<file path="src/rtl/demux1x4_16bit_buf_if.sv">
// Producer-side stream plus four consumer channels of the 1:4 registered distributor.
// The master drives the producer stream and the consumer readies; the slave is the distributor.
interface demux1x4_16bit_buf_if #(
   parameter int WIDTH = 16
);
   logic [WIDTH-1:0] in_data;
   logic [1:0]       in_sel;
   logic             in_bcast;
   logic             in_valid;
   logic             in_ready;
   logic [WIDTH-1:0] out0_data;
   logic [WIDTH-1:0] out1_data;
   logic [WIDTH-1:0] out2_data;
   logic [WIDTH-1:0] out3_data;
   logic [3:0]       out_valid;
   logic [3:0]       out_ready;
   logic             drop_err;

   modport master (
      output in_data, in_sel, in_bcast, in_valid, out_ready,
      input  in_ready, out0_data, out1_data, out2_data, out3_data, out_valid, drop_err
   );

   modport slave (
      input  in_data, in_sel, in_bcast, in_valid, out_ready,
      output in_ready, out0_data, out1_data, out2_data, out3_data, out_valid, drop_err
   );
endinterface

</file>
<file path="src/rtl/demux1x4_16bit_buf.sv">
// 1:4 registered distributor: steers one producer stream into four single-entry holding
// registers (or all four in broadcast), each drained by its own valid/ready consumer.
module demux1x4_16bit_buf #(
   parameter int WIDTH = 16
) (
   input logic                 clk,
   input logic                 rst_n,
   demux1x4_16bit_buf_if.slave bus
);
   logic [WIDTH-1:0] data_p1 [4];
   logic [3:0]       vld_p1;
   logic             drop_p1;
   logic             stall_vld_p1;
   logic [1:0]       stall_sel_p1;
   logic             stall_bcast_p1;

   logic [3:0] can;
   logic [3:0] load;
   logic       rdy;
   logic       acc;
   logic       sel_chg;

   // A draining channel counts as free, so a channel can be reloaded every cycle.
   always_comb begin
      can     = ~vld_p1 | bus.out_ready;
      rdy     = bus.in_bcast ? (&can) : can[bus.in_sel];
      acc     = bus.in_valid & rdy & rst_n;
      load    = 4'b0000;
      if (acc) load = bus.in_bcast ? 4'b1111 : (4'b0001 << bus.in_sel);
      sel_chg = stall_vld_p1 & bus.in_valid &
                ((bus.in_sel != stall_sel_p1) | (bus.in_bcast != stall_bcast_p1));
   end

   assign bus.in_ready = rdy & rst_n;

   // Stage p1: holding registers, per-channel valid and the stalled-offer snapshot.
   always_ff @(posedge clk) begin
      if (!rst_n) begin
         vld_p1         <= 4'b0000;
         drop_p1        <= 1'b0;
         stall_vld_p1   <= 1'b0;
         stall_sel_p1   <= 2'd0;
         stall_bcast_p1 <= 1'b0;
         for (int k = 0; k < 4; k++) data_p1[k] <= '0;
      end else begin
         for (int k = 0; k < 4; k++) begin
            if (load[k]) begin
               data_p1[k] <= bus.in_data;
               vld_p1[k]  <= 1'b1;
            end else if (bus.out_ready[k]) begin
               vld_p1[k]  <= 1'b0;
            end
         end
         stall_vld_p1   <= bus.in_valid & ~rdy;
         stall_sel_p1   <= bus.in_sel;
         stall_bcast_p1 <= bus.in_bcast;
         if (sel_chg) drop_p1 <= 1'b1;
      end
   end

   assign bus.out0_data = data_p1[0];
   assign bus.out1_data = data_p1[1];
   assign bus.out2_data = data_p1[2];
   assign bus.out3_data = data_p1[3];
   assign bus.out_valid = vld_p1;
   assign bus.drop_err  = drop_p1;
endmodule
</file>
<file path="src/flat_wrapper.sv">
// flat-port wrapper written by rule: the top's interface ports become plain ports
module demux1x4_16bit_buf_flat 
#(
   parameter int WIDTH = 16
)
  (clk, rst_n, bus_in_data, bus_in_sel, bus_in_bcast, bus_in_valid, bus_out_ready, bus_in_ready, bus_out0_data, bus_out1_data, bus_out2_data, bus_out3_data, bus_out_valid, bus_drop_err);
  demux1x4_16bit_buf_if #(.WIDTH(WIDTH)) bus_i ();
  input logic clk;
  input logic rst_n;
  input wire logic [$bits(bus_i.in_data)-1:0] bus_in_data;
  input wire logic [$bits(bus_i.in_sel)-1:0] bus_in_sel;
  input wire logic [$bits(bus_i.in_bcast)-1:0] bus_in_bcast;
  input wire logic [$bits(bus_i.in_valid)-1:0] bus_in_valid;
  input wire logic [$bits(bus_i.out_ready)-1:0] bus_out_ready;
  output wire logic [$bits(bus_i.in_ready)-1:0] bus_in_ready;
  output wire logic [$bits(bus_i.out0_data)-1:0] bus_out0_data;
  output wire logic [$bits(bus_i.out1_data)-1:0] bus_out1_data;
  output wire logic [$bits(bus_i.out2_data)-1:0] bus_out2_data;
  output wire logic [$bits(bus_i.out3_data)-1:0] bus_out3_data;
  output wire logic [$bits(bus_i.out_valid)-1:0] bus_out_valid;
  output wire logic [$bits(bus_i.drop_err)-1:0] bus_drop_err;
  assign bus_i.in_data = bus_in_data;
  assign bus_i.in_sel = bus_in_sel;
  assign bus_i.in_bcast = bus_in_bcast;
  assign bus_i.in_valid = bus_in_valid;
  assign bus_i.out_ready = bus_out_ready;
  assign bus_in_ready = bus_i.in_ready;
  assign bus_out0_data = bus_i.out0_data;
  assign bus_out1_data = bus_i.out1_data;
  assign bus_out2_data = bus_i.out2_data;
  assign bus_out3_data = bus_i.out3_data;
  assign bus_out_valid = bus_i.out_valid;
  assign bus_drop_err = bus_i.drop_err;
  demux1x4_16bit_buf #(.WIDTH(WIDTH)) u_core (.clk(clk), .rst_n(rst_n), .bus(bus_i));
endmodule
</file>
<file path="config.mk">
export PLATFORM = sky130hd
export DESIGN_NAME = demux1x4_16bit_buf_flat
export DESIGN_NICKNAME = d
export VERILOG_FILES = /design/src/rtl/demux1x4_16bit_buf_if.sv /design/src/rtl/demux1x4_16bit_buf.sv /design/src/flat_wrapper.sv
export SDC_FILE = /design/constraint.sdc
export NUM_CORES = 1
export LEC_CHECK = 0
export ABC_AREA = 1
export BUFFER_PORTS_ARGS = -buffer_cell sky130_fd_sc_hd__buf_4
export CORE_MARGIN = 8
export CORE_UTILIZATION = 35
export CTS_CLUSTER_DIAMETER = 30
export DETAILED_ROUTE_END_ITERATION = 10
export GPL_TIMING_DRIVEN = 0
export SLEW_MARGIN = 25
export SYNTH_ARGS = -nofsm -noshare
export SYNTH_HDL_FRONTEND = slang
export SYNTH_SLANG_ARGS = --single-unit
</file>
<file path="constraint.sdc">
create_clock -name clk -period 2.15 [get_ports clk]
set_clock_uncertainty 0.15 [all_clocks]
set_input_delay 0.3225 -clock clk [delete_from_list [all_inputs] [get_ports clk]]
set_output_delay 0.3225 -clock clk [all_outputs]
set_load 0.02 [all_outputs]
</file>
Word-level counts from Yosys, hierarchy flattened
Memories as Yosys holds them, arrays and structs flattened.
Index checks and enable logic that the tools add are counted.
Widths: inputs -> output; s select.
{"block": "word_totals", "memories": 1, "elab_cells": 62, "out_inout_bits": 70, "regBits": 9, "mem_bits_rw": 64, "input_bits": 26}
{"block": "classes", "magnitude_cmp": 1, "n_shift": 1, "n_reduce_logical": 5, "eq_ne": 2, "muxes": 30, "bitwise_logic": 14}
{"memory": "u_core.data_p1", "words": 4, "word_bits": 16, "read_ports": 4, "rd_clocked_by_memory_dff": 0, "wr": 4, "line": "demux1x4_16bit_buf.sv:10", "text": "logic [WIDTH-1:0] data_p1 [4];"}
{"cell": "$mux 16", "n": 4}
{"cell": "$mux 1", "n": 23}
{"cell": "$mux 4", "n": 2}
{"cell": "$reduce_bool 2->1", "n": 4}
{"cell": "$and 1x1->1", "n": 6}
{"cell": "$or 1x1->1", "n": 5}
{"cell": "$not 4->4", "n": 1}
{"cell": "$or 4x4->4", "n": 1}
{"cell": "$reduce_and 4->1", "n": 1}
{"cell": "$shl 1x2->4 const A", "n": 1}
{"cell": "$lt 2x3->1 const B", "n": 1}
{"cell": "$bmux 1 s2", "n": 1}
{"cell": "$ne 2x2->1", "n": 1}
{"cell": "$ne 1x1->1", "n": 1}
{"cell": "$not 1->1", "n": 1}

Longest topological paths before layout
Gate-level depths: netlist (run 1).
{"block": "depth", "depth_word": 12, "depth_mapped": 9, "ltp_nobuf": 8}

Worst setup path before layout (run 1)
Ideal clock, no wire load.
{"block": "synth_timing", "kind": "flip-flop to flip-flop", "startpoint": "register u_core.vld_p1[3] (netlist: u_core.bus.out_valid[3])", "endpoint": "memory u_core.data_p1[2][0], enable pin", "synth_period_minus_slack_ns": 2.076, "setup_time_ns": 0.362, "setup_slack_ns": 0.074, "n_path_buf": 1, "required_ns": 1.638, "path_stages_with_launch": 7, "t_arrival_ns": 1.564, "path_cell_list": "dfxtp_1 nand2_1 a21oi_1 nor2_8 nand4_4 buf_6 nand2_1"}
{"element": "start: declaration", "line": "demux1x4_16bit_buf.sv:11", "text": "logic [3:0] vld_p1;"}
{"element": "start signal: assignment", "line": "demux1x4_16bit_buf.sv:39", "text": "vld_p1 <= 4'b0000;"}
{"element": "start signal: indexed assignment", "line": "demux1x4_16bit_buf.sv:49", "text": "vld_p1[k] <= 1'b1;"}
{"element": "start signal: indexed assignment", "line": "demux1x4_16bit_buf.sv:51", "text": "vld_p1[k] <= 1'b0;"}
{"element": "end: declaration", "line": "demux1x4_16bit_buf.sv:10"}

==> results.ini, run 1 <==
[drt]
vias=1887
drt-wirelength-per-cell_um=16.3
routed_wl_um=7040
antenna_left=0
routed_via_density=4.37
dr.first_iter.drc_count=55
drc_errors=0
first_pass_iters=4

[cells_and_area]
diodes=0
syn_to_final_growth_pct=35.9
drive_gt1_share_pct=39.8
fin_nets=348
final_cell_mix=buf_4 (94), nor2_1 (69), edfxtp_1 (64)
fillers=760
fin_util_pct=48.1
final_common_cell=buf_4

[clock_network]
root_buffer=clkbuf_8
postCtsSetupRepairBufs=0
clockBufferDepth=2
path_clk_slew_ns=0.07
htreeDepth=3
clock-sinks=73
cts-buffers-inserted=9
clk_latency_ns=0.34
cts_tree=built
hold_buffers=0

[yosys]
synth-edff-count=64
synth_flop_cell=edfxtp_1
yosysWarnings=0
syn_area_um2=2830
syn_avg_cell_area_um2=13.0
ys_ff_latch=73
syn_nets=244
async_reset_ff_share_pct=0
ys_types=22
ys_seq_area_share_pct=74.2
synth_cells=218

[floorplan]
design.portCount=96
rows=33
die-area_um2=11200
start_util_pct=35.4
die_w_um=106
die_height_um=106
core_um2=8010

[timing]
max_freq_mhz=510
setup_viol=0
relSlewSlack_pct=72.8
holdWs_ns=0.0485
finalSetupTns_ns=0
min_period_ns=1.96
finalMaxSlewViolations=0
hold_violations=0
fin_crit_sh_pct=91.2
rsz0062_at_grt=false
tightest_slew_ns=0.406

[critical_path]
endpoint_kind=flip-flop
startpoint_type=flip-flop
slowest_stage=dfxtp_1
slowest_delay_ns=0.33
worstSetupPathType=flip-flop to flip-flop
required_ns=1.99
worstPathMaxFanout=16
critical_path.cell_chain=inv_1 -> nor2_1 -> nand2_1 -> nand2_2 -> nor2_8 -> nand4_4 -> buf_6 -> nand2_2
cp_common_cell=nand2_2
crit_arrival_ns=1.80

[power_and_ir_drop]
power_leakage_nw=1.70
power_density_nw_per_um2=796
vdd_drop_max_v=0.000245

[grt]
grt_max_degree=17
grt_pass1_wl_um=11000
track_usage_pct=12.9
grt-ovfl-total=0
grt_pass1_vias=2029
antenna_found_initial=0

[status]
outcome=completed

[run]
maxCapViolCount=0

[placement]
hpwl_um=5300
gp_congestion=0.777
port_buffers=93

[worst_hold_path]
hold_class=input pin to flip-flop

synthesized netlist by cell type (all sizes together) (2+ instances only):
cell type,n,share of area [%]
buf,6,2.0
edfxtp,64,68
o21ai,2,0.49
a21oi,6,1.1
nand4,5,3.2
inv,30,4.0
dfxtp,9,6.4
xnor2,3,0.93
nor2,70,9.8
nand2,19,3.0
area by class of cell:
| type | count | area [µm²] | area share [%] |
|---|---|---|---|
| flip-flops and latches | 73 | 2100 | 54.6 |
| repair buffers | 93 | 698 | 18.1 |
| multi-input cells | 108 | 573 | 14.9 |
| clock buffers | 13 | 139 | 3.61 |
| well taps | 105 | 131 | 3.41 |
| inverters | 31 | 129 | 3.35 |
| plain buffers | 6 | 57.6 | 1.49 |
| clock inverters | 3 | 20.0 | 0.520 |
worst max-delay path, delay by kind of cell (launching register included):
kind / cells / cell delay (ns)
AND/OR/NAND/NOR: 6 / 0.88
buffers and inverters: 2 / 0.25
flip-flops: 1 / 0.33
metal layers:
layer  track usage (%)  vias to the layer above  routed length (µm)
met5                 0                        -                   0
met4              5.13                        0                  91
met3              6.47                       10                 730
met2              20.7                       80                3270
met1              14.2                      875                2940
li1                  -                      922                   -
stage by stage:
stage               area (µm²)  power [mW]  cells  worst slack, ns
finish                    3850        3.07    432            0.189
global route              3850        3.19    432           0.0401
CTS                       3830        3.10    432           0.0635
detailed placement        3660        2.21    416           -0.316
global placement          3660        2.20    416           -0.301
floorplan                 2830        1.97    218           0.0735
kinds of logic after synthesis:
logic type	after synthesis	share of synthesized area, %
simple gates	96	16.5
flops	73	74.2
buf+inv	37	6.58
compound gates	9	1.77
xor+xnor	3	0.928
timing repair:
item	in CTS	in global routing
endpoints found under the hold margin	0	0
setup endpoints to repair	64	64
gates resized for setup	4	4
pin swaps	0	0
registers in the layout, summed over array words and instances, names as in the netlist:
register               cells
u_core.data_p1            64
u_core.bus.out_valid       4
u_core.stall_sel_p1        2
u_core.bus.drop_err        1
u_core.stall_bcast_p1      1
u_core.stall_vld_p1        1
power breakdown:
part | switching [mW] | internal, mW | total (mW)
clock | 0.479 | 0.419 | 0.898
sequential | 0.0338 | 1.65 | 1.68
combinational | 0.298 | 0.185 | 0.483
path summary, 6_finish.rpt:
check | from | end | slack, ns | cells after the start
setup reg to reg | u_core.bus.out_valid[2] | u_core.data_p1[1][4] | 0.19 | 8
hold / removal | bus_in_bcast | u_core.stall_bcast_p1 | 0.05 | 3
setup / recovery | u_core.bus.out_valid[2] | u_core.data_p1[1][4] | 0.19 | 8
hold reg to reg | u_core.bus.drop_err | u_core.bus.drop_err | 0.35 | 2
(Power assumes the default switching activity.)
==> run 2: changes to the inputs <==
CELL_PAD_IN_SITES_DETAIL_PLACEMENT = 1   (was unset)
CELL_PAD_IN_SITES_GLOBAL_PLACEMENT = 1   (was unset)
PLACE_DENSITY_LB_ADDON = 0.1   (was unset)
==> run 2 against run 1 <==
Final cell count did not move. Utilization rose by 0.58 points. Global-route usage rose by 0.073 points. First-iteration DRC count fell by 7.3%. Power rose by 6.5%. Clock power rose by 22%. Critical endpoint is now u_core.data_p1[1][2]. Highest routed layer unchanged.
==> results.ini, run 2 (same netlist as run 1, synthesis figures left out) <==
[grt]
antenna_found_initial=0  ; unchanged
busiest_layer=met2
grt_pass1_wl_um=11100  ; +1.8%
track_usage_pct=12.9  ; +0.073 points
grt_pass1_vias=2073  ; +2.2%
gr-usage-met3_pct=3.81  ; -2.7 points
grt-ovfl-total=0  ; unchanged
grt_max_degree=17  ; unchanged
gr-usage-met1_pct=14.6  ; +0.37 points
met2_usage_pct=22.3  ; +1.7 points

[floorplan]
die_height_um=106  ; unchanged
rows=33  ; unchanged
die-area_um2=11200  ; unchanged
core_um2=8010  ; unchanged
start_util_pct=35.4  ; unchanged
die_w_um=106  ; unchanged
design.portCount=96  ; unchanged

[timing]
min_period_ns=1.95  ; -0.0161 ns
fin_crit_sh_pct=90.5  ; -0.75 points
finalMaxSlewViolations=0  ; unchanged
rsz0062_at_grt=false
relSlewSlack_pct=75.2  ; +2.4 points
max_freq_mhz=514  ; +0.83%
hold_violations=0  ; unchanged
finalWorstSetupSlack_ns=0.205  ; +0.0161 ns
tightest_slew_ns=0.367  ; -0.0391 ns
setup_viol=0  ; unchanged
finalSetupTns_ns=0  ; unchanged

[clock_network]
htreeDepth=3  ; unchanged
path_clk_slew_ns=0.08  ; about the same
clock-sinks=73  ; unchanged
cts_tree=built
root_buffer=clkbuf_8
clk_latency_ns=0.34  ; about the same
clockBufferDepth=2  ; unchanged
cts-buffers-inserted=9  ; unchanged

[critical_path]
reg2reg_from=u_core.bus.out_valid[2]
startpoint_type=flip-flop
worstSetupPathType=flip-flop to flip-flop
crit_arrival_ns=1.82  ; +0.02 ns
worstPathMaxFanout=16  ; unchanged
required_ns=2.02  ; +0.03 ns
crit_start=u_core.bus.out_valid[2]
endpoint_kind=flip-flop

[run]
maxCapViolCount=0  ; unchanged

[drt]
first_pass_iters=4  ; unchanged
routed_via_density=4.35  ; -0.48%
vias=1878  ; -0.48%
routed_wl_um=7130  ; +1.3%
drc_errors=0  ; unchanged
antenna_left=0  ; unchanged
dr.first_iter.drc_count=51  ; -7.3%
drt-wirelength-per-cell_um=16.5  ; +1.3%

[status]
outcome=completed

[cells_and_area]
fin_nets=348  ; unchanged
diodes=0  ; unchanged
drive_gt1_share_pct=41.0  ; +1.2 points
final_cell_mix=buf_4 (94), nor2_1 (69), edfxtp_1 (64)
fillers=890  ; +17%
fin_area_um2=3900  ; +1.2%
regMostFlops=u_core.data_p1
syn_to_final_growth_pct=37.5
largest_reg_flops=64  ; unchanged
final_common_cell=buf_4

[power_and_ir_drop]
vdd_drop_max_v=0.000253  ; +2.9%
p_total_mw=3.26  ; +6.5%
power_leakage_nw=1.73  ; +1.4%
power_density_nw_per_um2=838  ; +5.2%

[worst_hold_path]
hold_class=input pin to flip-flop
min_from=bus_in_bcast

[placement]
dpl_worst_slack_ns=-0.476  ; -0.160 ns
port_buffers=93  ; unchanged
gp_congestion=0.763  ; -1.9%
place_area_um2=3660  ; unchanged
hpwl_um=5140  ; -3.0%

[run 2: cell types whose count changed in the layout (fill, tap and decap cells not counted)]
cell       previous run  this run
clkbuf_1              4         0
nand2_4               4         5
clkinv_4              0         1
inv_6                 0         2
nand2_2               4         3
bufinv_16             0         1
[run 2: what timing repair did]
| action | 4_1_cts | 5_1_grt |
|---|---|---|
| endpoints found under the setup margin | 64 | 32 |
| buffers inserted | 0 | 0 |
| gates resized for setup | 7 | 2 |
| hold buffers | 0 | 0 |
[run 2: cell type report]
| type | instances | area [µm²] | share of cell area (%) |
|---|---|---|---|
| Sequential cell | 73 | 2100 | 53.9 |
| Inverter | 31 | 129 | 3.31 |
| Buffer | 6 | 57.6 | 1.48 |
| Timing Repair Buffer | 93 | 698 | 17.9 |
| Tap cell | 105 | 131 | 3.37 |
| Clock buffer | 9 | 124 | 3.18 |
| Clock inverter | 7 | 76.3 | 1.96 |
| Multi-Input combinational cell | 108 | 578 | 14.8 |
[run 2: worst paths after layout]
path         cells after the start  slack (ns)                     to
min                              3        0.04  u_core.stall_bcast_p1
max                              8        0.20   u_core.data_p1[1][2]
min reg2reg                      2        0.36    u_core.bus.drop_err
max reg2reg                      8        0.20   u_core.data_p1[1][2]
[run 2: per-layer routing]
metal	wire length (µm)	up-vias
met5	0	-
met4	96	0
met3	387	11
met2	3600	56
met1	3050	892
li1	-	919
[run 2: where the power goes]
part / leakage, nW / switching [mW] / internal (mW)
clock network: 0.0962 / 0.553 / 0.544
logic: 0.892 / 0.301 / 0.185
registers: 0.739 / 0.0314 / 1.65
total: 1.73 / 0.886 / 2.38
[run 2: through the flow]
stage,hold WS (ns),util [%],std cells
finish,0.0361,48.6,432
global route,0.0330,48.6,432
CTS,0.0274,48.5,432
detailed placement,0.328,45.7,416
global placement,0.326,45.7,416
floorplan,0.266,-,218
[run 2: worst max-delay path, stage by stage, from the launching register on]
cell and delay, ns:
dfxtp_1 0.33, inv_1 0.05, nor2_1 0.03, nand2_1 0.06
nand2_2 0.09, nor2_8 0.20, nand4_4 0.22, buf_6 0.23
nand2_4 0.23
==> run 3: changes to the inputs <==
ABC_AREA = unset   (was 1)
==> run 3 against run 2 <==
The run now ends with negative setup slack left. Design area up 11%. Non-clock buffer count grew 25. Power is 8.2% higher. Critical path type unchanged. Critical endpoint is now u_core.data_p1[3][15]. Largest cell class unchanged.
==> results.ini, run 3 <==
[timing]
setup_viol=14  ; +14
max_freq_mhz=455  ; -11%
relSlewSlack_pct=45.6  ; -30 points
hold_violations=0  ; unchanged
holdWs_ns=0.0999  ; +0.0638 ns
rsz0062_at_grt=true
fin_crit_sh_pct=102  ; +12 points
tightest_slew_ns=0.815  ; +0.448 ns
finalSetupTns_ns=-0.378  ; -0.378 ns
min_period_ns=2.20  ; +0.251 ns
finalWorstSetupSlack_ns=-0.0460  ; -0.251 ns
finalMaxSlewViolations=0  ; unchanged

[yosys]
syn_nets=214  ; -12%
synthSimpleGateAreaFrac_pct=21.2  ; +4.7 points
synthAdderAreaFrac_pct=0  ; unchanged
syn_area_um2=2920  ; +3.2%
synth-edff-count=64  ; unchanged
yosysWarnings=0  ; unchanged
ys_ff_latch=73  ; unchanged
synth_common_cells=edfxtp_1 (64), and2_1 (50), dfxtp_1 (9), nor3b_2 (9), nor3b_1 (7)
ys_types=30  ; +36%
synth_flop_cell=edfxtp_1
synth_compound_area_share_pct=4.15  ; +2.4 points
synth_top_cell_by_area=edfxtp_1
synth_mux_area_share_pct=0  ; unchanged
synth_top_family_by_area=simple AND/OR/NAND/NOR gates
synth_cells=188  ; -14%
yosys.area.top_type_share_pct=65.8  ; -2.1 points
synth_xor_area_share_pct=0.899  ; -0.029 points
syn_avg_cell_area_um2=15.5  ; +20%
synth_most_common_cell=edfxtp_1
ys_seq_area_share_pct=71.9  ; -2.3 points
yosys-top-cells-area=edfxtp_1 (66%), and2_1 (11%), dfxtp_1 (6.2%)
async_reset_ff_share_pct=0  ; unchanged

[floorplan]
die_w_um=107  ; +1.3%
die_height_um=107  ; +1.3%
die-area_um2=11500  ; +2.7%
start_util_pct=35.8  ; +0.39 points
rows=33  ; unchanged
core_um2=8180  ; +2.1%
design.portCount=96  ; unchanged

[clock_network]
cts-buffers-inserted=9  ; unchanged
clk_latency_ns=0.34  ; about the same
hold_buffers=0  ; unchanged
path_clk_slew_ns=0.08  ; about the same
htreeDepth=3  ; unchanged
root_buffer=clkbuf_8
clock-sinks=73  ; unchanged
cts_tree=built
clockBufferDepth=2  ; unchanged

[drt]
vias=1951  ; +3.9%
drc_errors=0  ; unchanged
drt-wirelength-per-cell_um=18.2  ; +11%
first_pass_iters=4  ; unchanged
routed_via_density=4.59  ; +5.6%
routed_wl_um=7750  ; +8.7%
antenna_left=0  ; unchanged
dr.first_iter.drc_count=33  ; -35%

[placement]
gp_congestion=0.729  ; -4.4%
port_buffers=95  ; +2.2%
dp_cells=388  ; -6.7%
place_area_um2=3810  ; +4.2%
hpwl_um=5250  ; +2.1%

[power_and_ir_drop]
p_total_mw=3.53  ; +8.2%
power_density_nw_per_um2=817  ; -2.4%
power_leakage_nw=1.82  ; +5.5%
vdd_drop_max_v=0.000373  ; +48%

[critical_path]
worstPathMaxFanout=5  ; -11
slowest_delay_ns=0.58  ; +0.25 ns
slowest_stage=or4_4
crit_arrival_ns=2.11  ; +0.29 ns
endpoint_kind=flip-flop
critical_path.cell_chain=nor2b_4 -> o21a_4 -> or4_4 -> o21ai_4 -> clkbuf_16
worstSetupPathType=flip-flop to flip-flop
required_ns=2.07  ; +0.05 ns
startpoint_type=flip-flop

[cells_and_area]
drive_gt1_share_pct=50.3  ; +9.3 points
largest_reg_flops=64  ; unchanged
fin_nets=341  ; -2.0%
regMostFlops=u_core.data_p1
fin_area_um2=4320  ; +11%
fin_cells=425  ; -1.6%
final_cell_mix=buf_4 (114), edfxtp_1 (64), and2_1 (50)
final_common_cell=buf_4
syn_to_final_growth_pct=47.8
diodes=0  ; unchanged

[grt]
grt_pass1_wl_um=12000  ; +7.4%
track_usage_pct=13.7  ; +0.75 points
grt_max_degree=17  ; unchanged
grt_pass1_vias=2155  ; +4.0%
antenna_found_initial=0  ; unchanged
grt-ovfl-total=0  ; unchanged

[status]
violations=negative setup slack
outcome=finished, violations left

[worst_hold_path]
hold_class=input pin to flip-flop

[run]
maxCapViolCount=0  ; unchanged

run 3: cell count changes in the layout (fill, tap and decap cells not counted), sizes merged, moves of 5 or more:
| cell | change |
|---|---|
| nor3b | +16 |
| buf | +20 |
| nand4 | -5 |
| clkbuf | +7 |
| nor2 | -67 |
| inv | -29 |
| nand2b | +5 |
| and2 | +50 |
| nand2 | -18 |
run 3: kinds of logic (layout without fill, tap and decap cells):
family | after synthesis | after routing
simple gates | 86 | 86
flops | 73 | 73
xor+xnor | 3 | 3
buf+inv | 11 | 143
compound gates | 15 | 15
run 3: what timing repair did:
item / 4_1_cts / 5_1_grt
setup buffers: 13 / 9
setup endpoints to repair: 95 / 55
resized for setup: 10 / 5
hold endpoints to repair: 0 / 0
pin swaps: 4 / 4
gates cloned: 0 / 1
run 3: final timing paths:
path / start / end / slack [ns] / depth (start not counted)
worst max-delay path: u_core.bus.out_valid[3] / u_core.data_p1[3][15] / -0.05 / 5
worst min register to register: u_core.bus.drop_err / u_core.bus.drop_err / 0.30 / 2
worst min-delay path: bus_in_sel[0] / u_core.stall_sel_p1[0] / 0.1 / 2
worst max register to register: u_core.bus.out_valid[3] / u_core.data_p1[3][15] / -0.05 / 5
run 3: cell type report:
| cell class | count | area (µm²) |
|---|---|---|
| plain buffers | 6 | 40.0 |
| clock buffers | 11 | 131 |
| clock inverters | 5 | 104 |
| fillers | 840 | 3860 |
| inverters | 3 | 11.3 |
| multi-input cells | 104 | 865 |
| flip-flops and latches | 73 | 2100 |
| well taps | 105 | 131 |
| repair buffers | 118 | 932 |
run 3: where the power goes:
part | internal [mW] | switching, mW | total, mW | leakage, nW
Clock | 0.772 | 0.505 | 1.28 | 0.118
Combinational | 0.255 | 0.318 | 0.573 | 0.957
Sequential | 1.65 | 0.0306 | 1.68 | 0.748
run 3: stage by stage:
stage	setup WS (ns)	utilization, %
final	-0.0460	52.8
after detailed placement	-0.768	46.7
after global routing	-0.0762	52.8
after global placement	-0.711	46.7
after floorplan	-0.104	-
after CTS	0.00508	51.6
run 3: worst max-delay path, delay by kind of cell, from the launching register on:
family | cells | cell delay [ns]
and+or+nand+nor | 2 | 0.71
AOI/OAI and AO/OA | 2 | 0.52
buffers and inverters | 1 | 0.21
DFF | 1 | 0.33
run 3: per-layer routing:
layer  routed length, µm  track usage [%]  vias to the layer above
met5                   0                0                        -
met4                 116             5.65                        0
met3                 409             3.77                       10
met2                4060             23.8                       53
met1                3170             15.4                      961
li1                    -                -                      927
